File: src/rtl/uart_tx_arbiter_pkg.sv
// Shared types, constants and the round-robin index helper for the UART
// transmit arbiter.
package uart_tx_arbiter_pkg;

    typedef enum logic [1:0] {
        IDLE,
        GRANTED,
        GAP
    } arb_state_t;

    localparam int BYTE_WIDTH = 8;

    // Client index reached by stepping 'offset' places past 'pointer', wrapping at 'num'.
    function automatic int next_rr_index(input int pointer, input int offset, input int num);
        return (pointer + offset) % num;
    endfunction

endpackage

File: src/rtl/rr_picker.sv
// Combinational round-robin selector: finds the first asserted request
// strictly after 'pointer', wrapping around the request vector.
module rr_picker
    import uart_tx_arbiter_pkg::*;
#(
    parameter int NUM_REQUESTERS = 4,
    localparam int IW = $clog2(NUM_REQUESTERS)
) (
    input  logic [NUM_REQUESTERS-1:0] req,
    input  logic [IW-1:0]             pointer,
    output logic                      found,
    output logic [IW-1:0]             index
);

    always_comb begin
        int candidate;
        // NOTE: every output gets a default before the loop so no latch is inferred.
        found     = 1'b0;
        index     = '0;
        candidate = 0;
        for (int offset = 1; offset <= NUM_REQUESTERS; offset++) begin
            candidate = next_rr_index(int'(pointer), offset, NUM_REQUESTERS);
            if (!found && req[candidate[IW-1:0]]) begin
                found = 1'b1;
                index = candidate[IW-1:0];
            end
        end
    end

endmodule

File: src/rtl/uart_tx_arbiter.sv
// Round-robin, packet-granular arbiter sharing one UART transmitter write
// port among NUM_REQUESTERS byte-stream clients.
module uart_tx_arbiter
    import uart_tx_arbiter_pkg::*;
#(
    parameter int NUM_REQUESTERS = 4,
    parameter int MAX_BURST      = 16,
    localparam int IW = $clog2(NUM_REQUESTERS)
) (
    input  logic                                 clock,
    input  logic                                 reset,
    input  logic [NUM_REQUESTERS-1:0]            req_valid,
    input  logic [NUM_REQUESTERS*BYTE_WIDTH-1:0] req_data,
    input  logic [NUM_REQUESTERS-1:0]            req_last,
    output logic [NUM_REQUESTERS-1:0]            req_ready,
    input  logic                                 tx_buffer_full,
    output logic [BYTE_WIDTH-1:0]                tx_data_in,
    output logic                                 tx_write_enable,
    output logic [IW-1:0]                        grant_id,
    output logic                                 busy
);

    arb_state_t            state;
    logic [IW-1:0]         rr_pointer;
    logic [7:0]            burst_count;
    logic                  packet_done;
    logic                  pick_found;
    logic [IW-1:0]         pick_index;
    logic                  accept;
    logic [BYTE_WIDTH-1:0] client_byte [NUM_REQUESTERS];

    for (genvar i = 0; i < NUM_REQUESTERS; i++) begin : g_unpack
        assign client_byte[i] = req_data[i*BYTE_WIDTH +: BYTE_WIDTH];
    end

    rr_picker #(.NUM_REQUESTERS(NUM_REQUESTERS)) u_picker (
        .req     (req_valid),
        .pointer (rr_pointer),
        .found   (pick_found),
        .index   (pick_index)
    );

    // Ready follows buffer_full in the same cycle so a full buffer never sees a write.
    always_comb begin
        req_ready = '0;
        if (state == GRANTED) begin
            req_ready[grant_id] = !tx_buffer_full;
        end
    end

    assign accept = (state == GRANTED) && req_valid[grant_id] && !tx_buffer_full;

    // NOTE: sequential state uses non-blocking assignments only, so every register
    // samples the values from before the edge regardless of statement order.
    always_ff @(posedge clock or negedge reset) begin
        if (!reset) begin
            state           <= IDLE;
            rr_pointer      <= IW'(NUM_REQUESTERS - 1);
            burst_count     <= '0;
            packet_done     <= 1'b0;
            grant_id        <= '0;
            busy            <= 1'b0;
            tx_data_in      <= '0;
            tx_write_enable <= 1'b0;
        end else begin
            tx_write_enable <= 1'b0;
            unique case (state)
                IDLE: begin
                    if (pick_found) begin
                        grant_id    <= pick_index;
                        busy        <= 1'b1;
                        burst_count <= '0;
                        state       <= GRANTED;
                    end
                end
                GRANTED: begin
                    if (accept) begin
                        tx_data_in      <= client_byte[grant_id];
                        tx_write_enable <= 1'b1;
                        burst_count     <= burst_count + 8'd1;
                        packet_done     <= req_last[grant_id];
                        state           <= GAP;
                    end
                end
                GAP: begin
                    // Releasing moves the pointer onto this client so it is scanned last.
                    if (packet_done || burst_count == 8'(MAX_BURST)) begin
                        rr_pointer <= grant_id;
                        busy       <= 1'b0;
                        state      <= IDLE;
                    end else begin
                        state <= GRANTED;
                    end
                end
                default: state <= IDLE;
            endcase
        end
    end

endmodule
File: config.mk
export PLATFORM = sky130hd
export DESIGN_NAME = uart_tx_arbiter
export DESIGN_NICKNAME = d
export VERILOG_FILES = /design/src/rtl/uart_tx_arbiter_pkg.sv /design/src/rtl/rr_picker.sv /design/src/rtl/uart_tx_arbiter.sv
export SDC_FILE = /design/constraint.sdc
export NUM_CORES = 1
export LEC_CHECK = 0
export CORE_MARGIN = 8
export CORE_UTILIZATION = 48
export DETAILED_ROUTE_END_ITERATION = 7
export PLACE_DENSITY = 0.86
export RECOVER_POWER = 25
export SYNTH_ARGS = -nofsm -noshare
export SYNTH_HDL_FRONTEND = slang
export SYNTH_SLANG_ARGS = --single-unit
File: constraint.sdc
create_clock -name clock -period 4 [get_ports clock]
set_input_delay 0.8 -clock clock [delete_from_list [all_inputs] [get_ports clock]]
set_output_delay 0.8 -clock clock [all_outputs]
set_load 0.01 [all_outputs]
==> flow_summary_export.csv <==
group,metric,value,unit
floorplanning,rows,21,
clock_network,clk_pin_slew,130,ps
critical_path,cp.buffers_inverters,2,
global_routing,grt_pass1_vias,1540,
logic_synthesis,yosysWarnings,0,
route,wire_per_inst,18.56,um
logic_synthesis,synth_nets,183,
worst_hold_path,min_path_type,"flop to flop",
critical_path,cp_slowest_cell,"clkdlybuf4s50_1",
sta,finalSetupTns,0,ps
power,total_power,1.274,mW
logic_synthesis,syn_area,1595,um2
place,dp_worst_setup_slack,843.4,ps
critical_path,cp_top_family,"buffers and inverters",
global_routing,grt_max_degree,26,
global_routing,grt_first_pass_wirelength,7438,um
global_routing,antenna_found_initial,0,
sta,hold_viol,0,
floorplanning,core_area,3258,um2
finish,mostFrequentLayoutCells,"clkdlybuf4s50_1 (57), dfrtp_1 (23), nand2_1 (13)",
sta,max_clock_freq,316.4,MHz
clock_network,cts_setup_buffers,0,
clock_network,cts_buffers,3,
clock_network,cts_tree,"built",
global_routing,overflow,0,
logic_synthesis,yosysSeqAreaShare,0.3937,
floorplanning,io_pins,59,
route,drtIter0Drc,45,
clock_network,cts_max_path_buffers,2,
critical_path,critPathMaxFanout,4,
finish,antenna_cells,0,
floorplanning,die_x,73.65,um
finish,fillers,259,
clock_network,cts-root-buf,"clkbuf_4",
critical_path,endpoint_kind,"output pin",
sta,maxSlewViolCount,0,
power,seq_power_share,0.388,
sta,holdWs,527.4,ps
clock_network,holdBufCountCts,0,
floorplanning,initial_core_util,0.4896,
sta,relSlewSlack,0.2636,
logic_synthesis,syn_inst,138,
place,port_buffers,58,
route,detail-route-antenna-nets,0,
power,clkPwrFrac,0.090,
clock_network,cts_htree_levels,1,
global_routing,grt_util_all_layers,0.1763,
finish,area_growth,39.29,%
route,routed_via_density,5.721,
power,powerDensity,573.4,nW/um2
logic_synthesis,ys_ff_latch,25,
logic_synthesis,synth_area_per_cell,11.56,um2
critical_path,arrival,2360,ps
clock_network,clkLatencyLatePin,320,ps
route,wl,4455,um
floorplanning,dieHeight,73.65,um
sta,rsz0062_at_grt,"no",
finish,nets,240,
sta,period_share,0.7901,
sta,finalWorstSetupSlack,839.6,ps
sta,final.min_clock_period,3160,ps
route,drc,0,
power,p_int,0.7908,mW
critical_path,critical_path_required,3200,ps
sta,worstMarginPinSlew,1101,ps
finish,final_common_cell,"clkdlybuf4s50_1",
critical_path,startpoint_type,"input pin",
run,drv_cap,0,
power,power_frac_comb,0.523,
power,p_leak,0.8954,nW
route,dr.pass1.iters,4,
place,place_inst,236,
place,dp_hpwl,3506,um
finish,drive_gt1_frac,0.1701,
finish,finalNonFillerCells,240,
critical_path,path_class,"input pin to output pin",
power,p_sw_frac,0.3793,
sta,finalClockSkew,7.888,ps
power,ir_drop,0.4494,mV
logic_synthesis,synth_top_area_share,0.3608,
floorplanning,die_area,5424,um2
critical_path,cp_common_cell,"clkdlybuf4s50_1",
power,switching_power,0.4833,mW
sta,setup_viol,0,
logic_synthesis,yosysTopAreaCell,"dfrtp_1",
route,vias,1373,
critical_path,slowest_delay,560,ps
critical_path,crit_chain,"clkdlybuf4s50_1, and2b_1, nand2_1, nor2_1, clkdlybuf4s50_1",
outcome,status,"completed",
clock_network,cts.sink_count,25,
clock_network,cts_resized,0,
logic_synthesis,synth_area_leaders,"dfrtp_1 (36%), mux4_2 (13%), mux2_4 (9.4%), dfstp_2 (3.3%), nand2_1 (3.1%)",
logic_synthesis,ys_types,41,
place,routabilityCongestion,0.8407,
## worst register-to-register path, stage by stage (launching register included)
cell      delay, ps
dfrtp_1         860
nor4bb_1        500
a32o_2          460
mux2_2          380
## registers in the layout (all words and copies together) (netlist names)
name / cells
burst_count: 8
busy: 1
grant_id: 2
packet_done: 1
rr_pointer: 2
state: 2
tx_data_in: 8
tx_write_enable: 1
## layer usage
layer  GRT usage  wire length (um)  vias up
met1      0.1820              1717      691
met5           0                 0        -
met4     0.02661                18        0
met2      0.3524              2581       31
met3     0.03683               138        6
li1            -                 -      645
## final timing paths
check	from	end	slack, ps	cells after the start
max in group asynchronous	reset	state[1]	2230	1
min in group asynchronous	reset	state[0]	1120	1
worst min-delay path	tx_data_in[5]	tx_data_in[5]	530	1
worst max register to register	grant_id[0]	tx_data_in[5]	1710	3
worst max-delay path	tx_buffer_full	req_ready[3]	840	5
worst min register to register	tx_data_in[5]	tx_data_in[5]	530	1
## Yosys cell counts (all sizes together)
cell	number
nor3	2
ha	2
clkbuf	1
dfrtp	23
nand2	13
o2bb2ai	1
or2	1
inv	9
nor4bb	1
o31a	1
a21oi	4
a31oi	2
a22oi	1
mux4	9
nor2	6
nand2b	1
o21ai	4
o21a	1
o31ai	1
nand3	6
o311ai	3
or3	2
nand4	1
nor4b	1
mux2i	3
and3	2
a32oi	1
mux2	13
o22ai	1
dfstp	2
and2b	1
buf	5
nor2b	1
o211ai	6
or4	5
a32o	2
## power by group through the flow
stage	Combinational [mW]	Sequential [mW]	Clock, mW
after floorplan	0.458	0.444	0
after global placement	0.644	0.490	0
after detailed placement	0.667	0.498	0
after CTS	0.670	0.494	0.117
after global routing	0.720	0.514	0.126
final	0.666	0.494	0.114
## stage by stage
stage	util	area (um2)
floorplan	-	1595
global placement	0.6736	2195
detailed placement	0.6736	2195
CTS	0.6820	2222
global route	0.6820	2222
finish	0.6820	2222
## final cells by class
| type | count | area, um2 | share of cell area |
|---|---|---|---|
| multi-input cells | 98 | 894.6 | 0.4026 |
| flip-flops and latches | 25 | 628.1 | 0.2827 |
| repair buffers | 58 | 580.6 | 0.2613 |
| well taps | 46 | 57.56 | 0.02590 |
| inverters | 9 | 33.78 | 0.01520 |
| clock buffers | 3 | 22.52 | 0.01014 |
| clock inverters | 1 | 5.005 | 0.002252 |
## logic make-up after synthesis
group / share of synthesized area
buffers and inverters: 0.04548
and+or+nand+nor: 0.1412
muxes: 0.2612
adders and majority gates: 0.01568
AOI/OAI and AO/OA: 0.1428
DFF: 0.3937
Power figures use the tool's default switching activity.
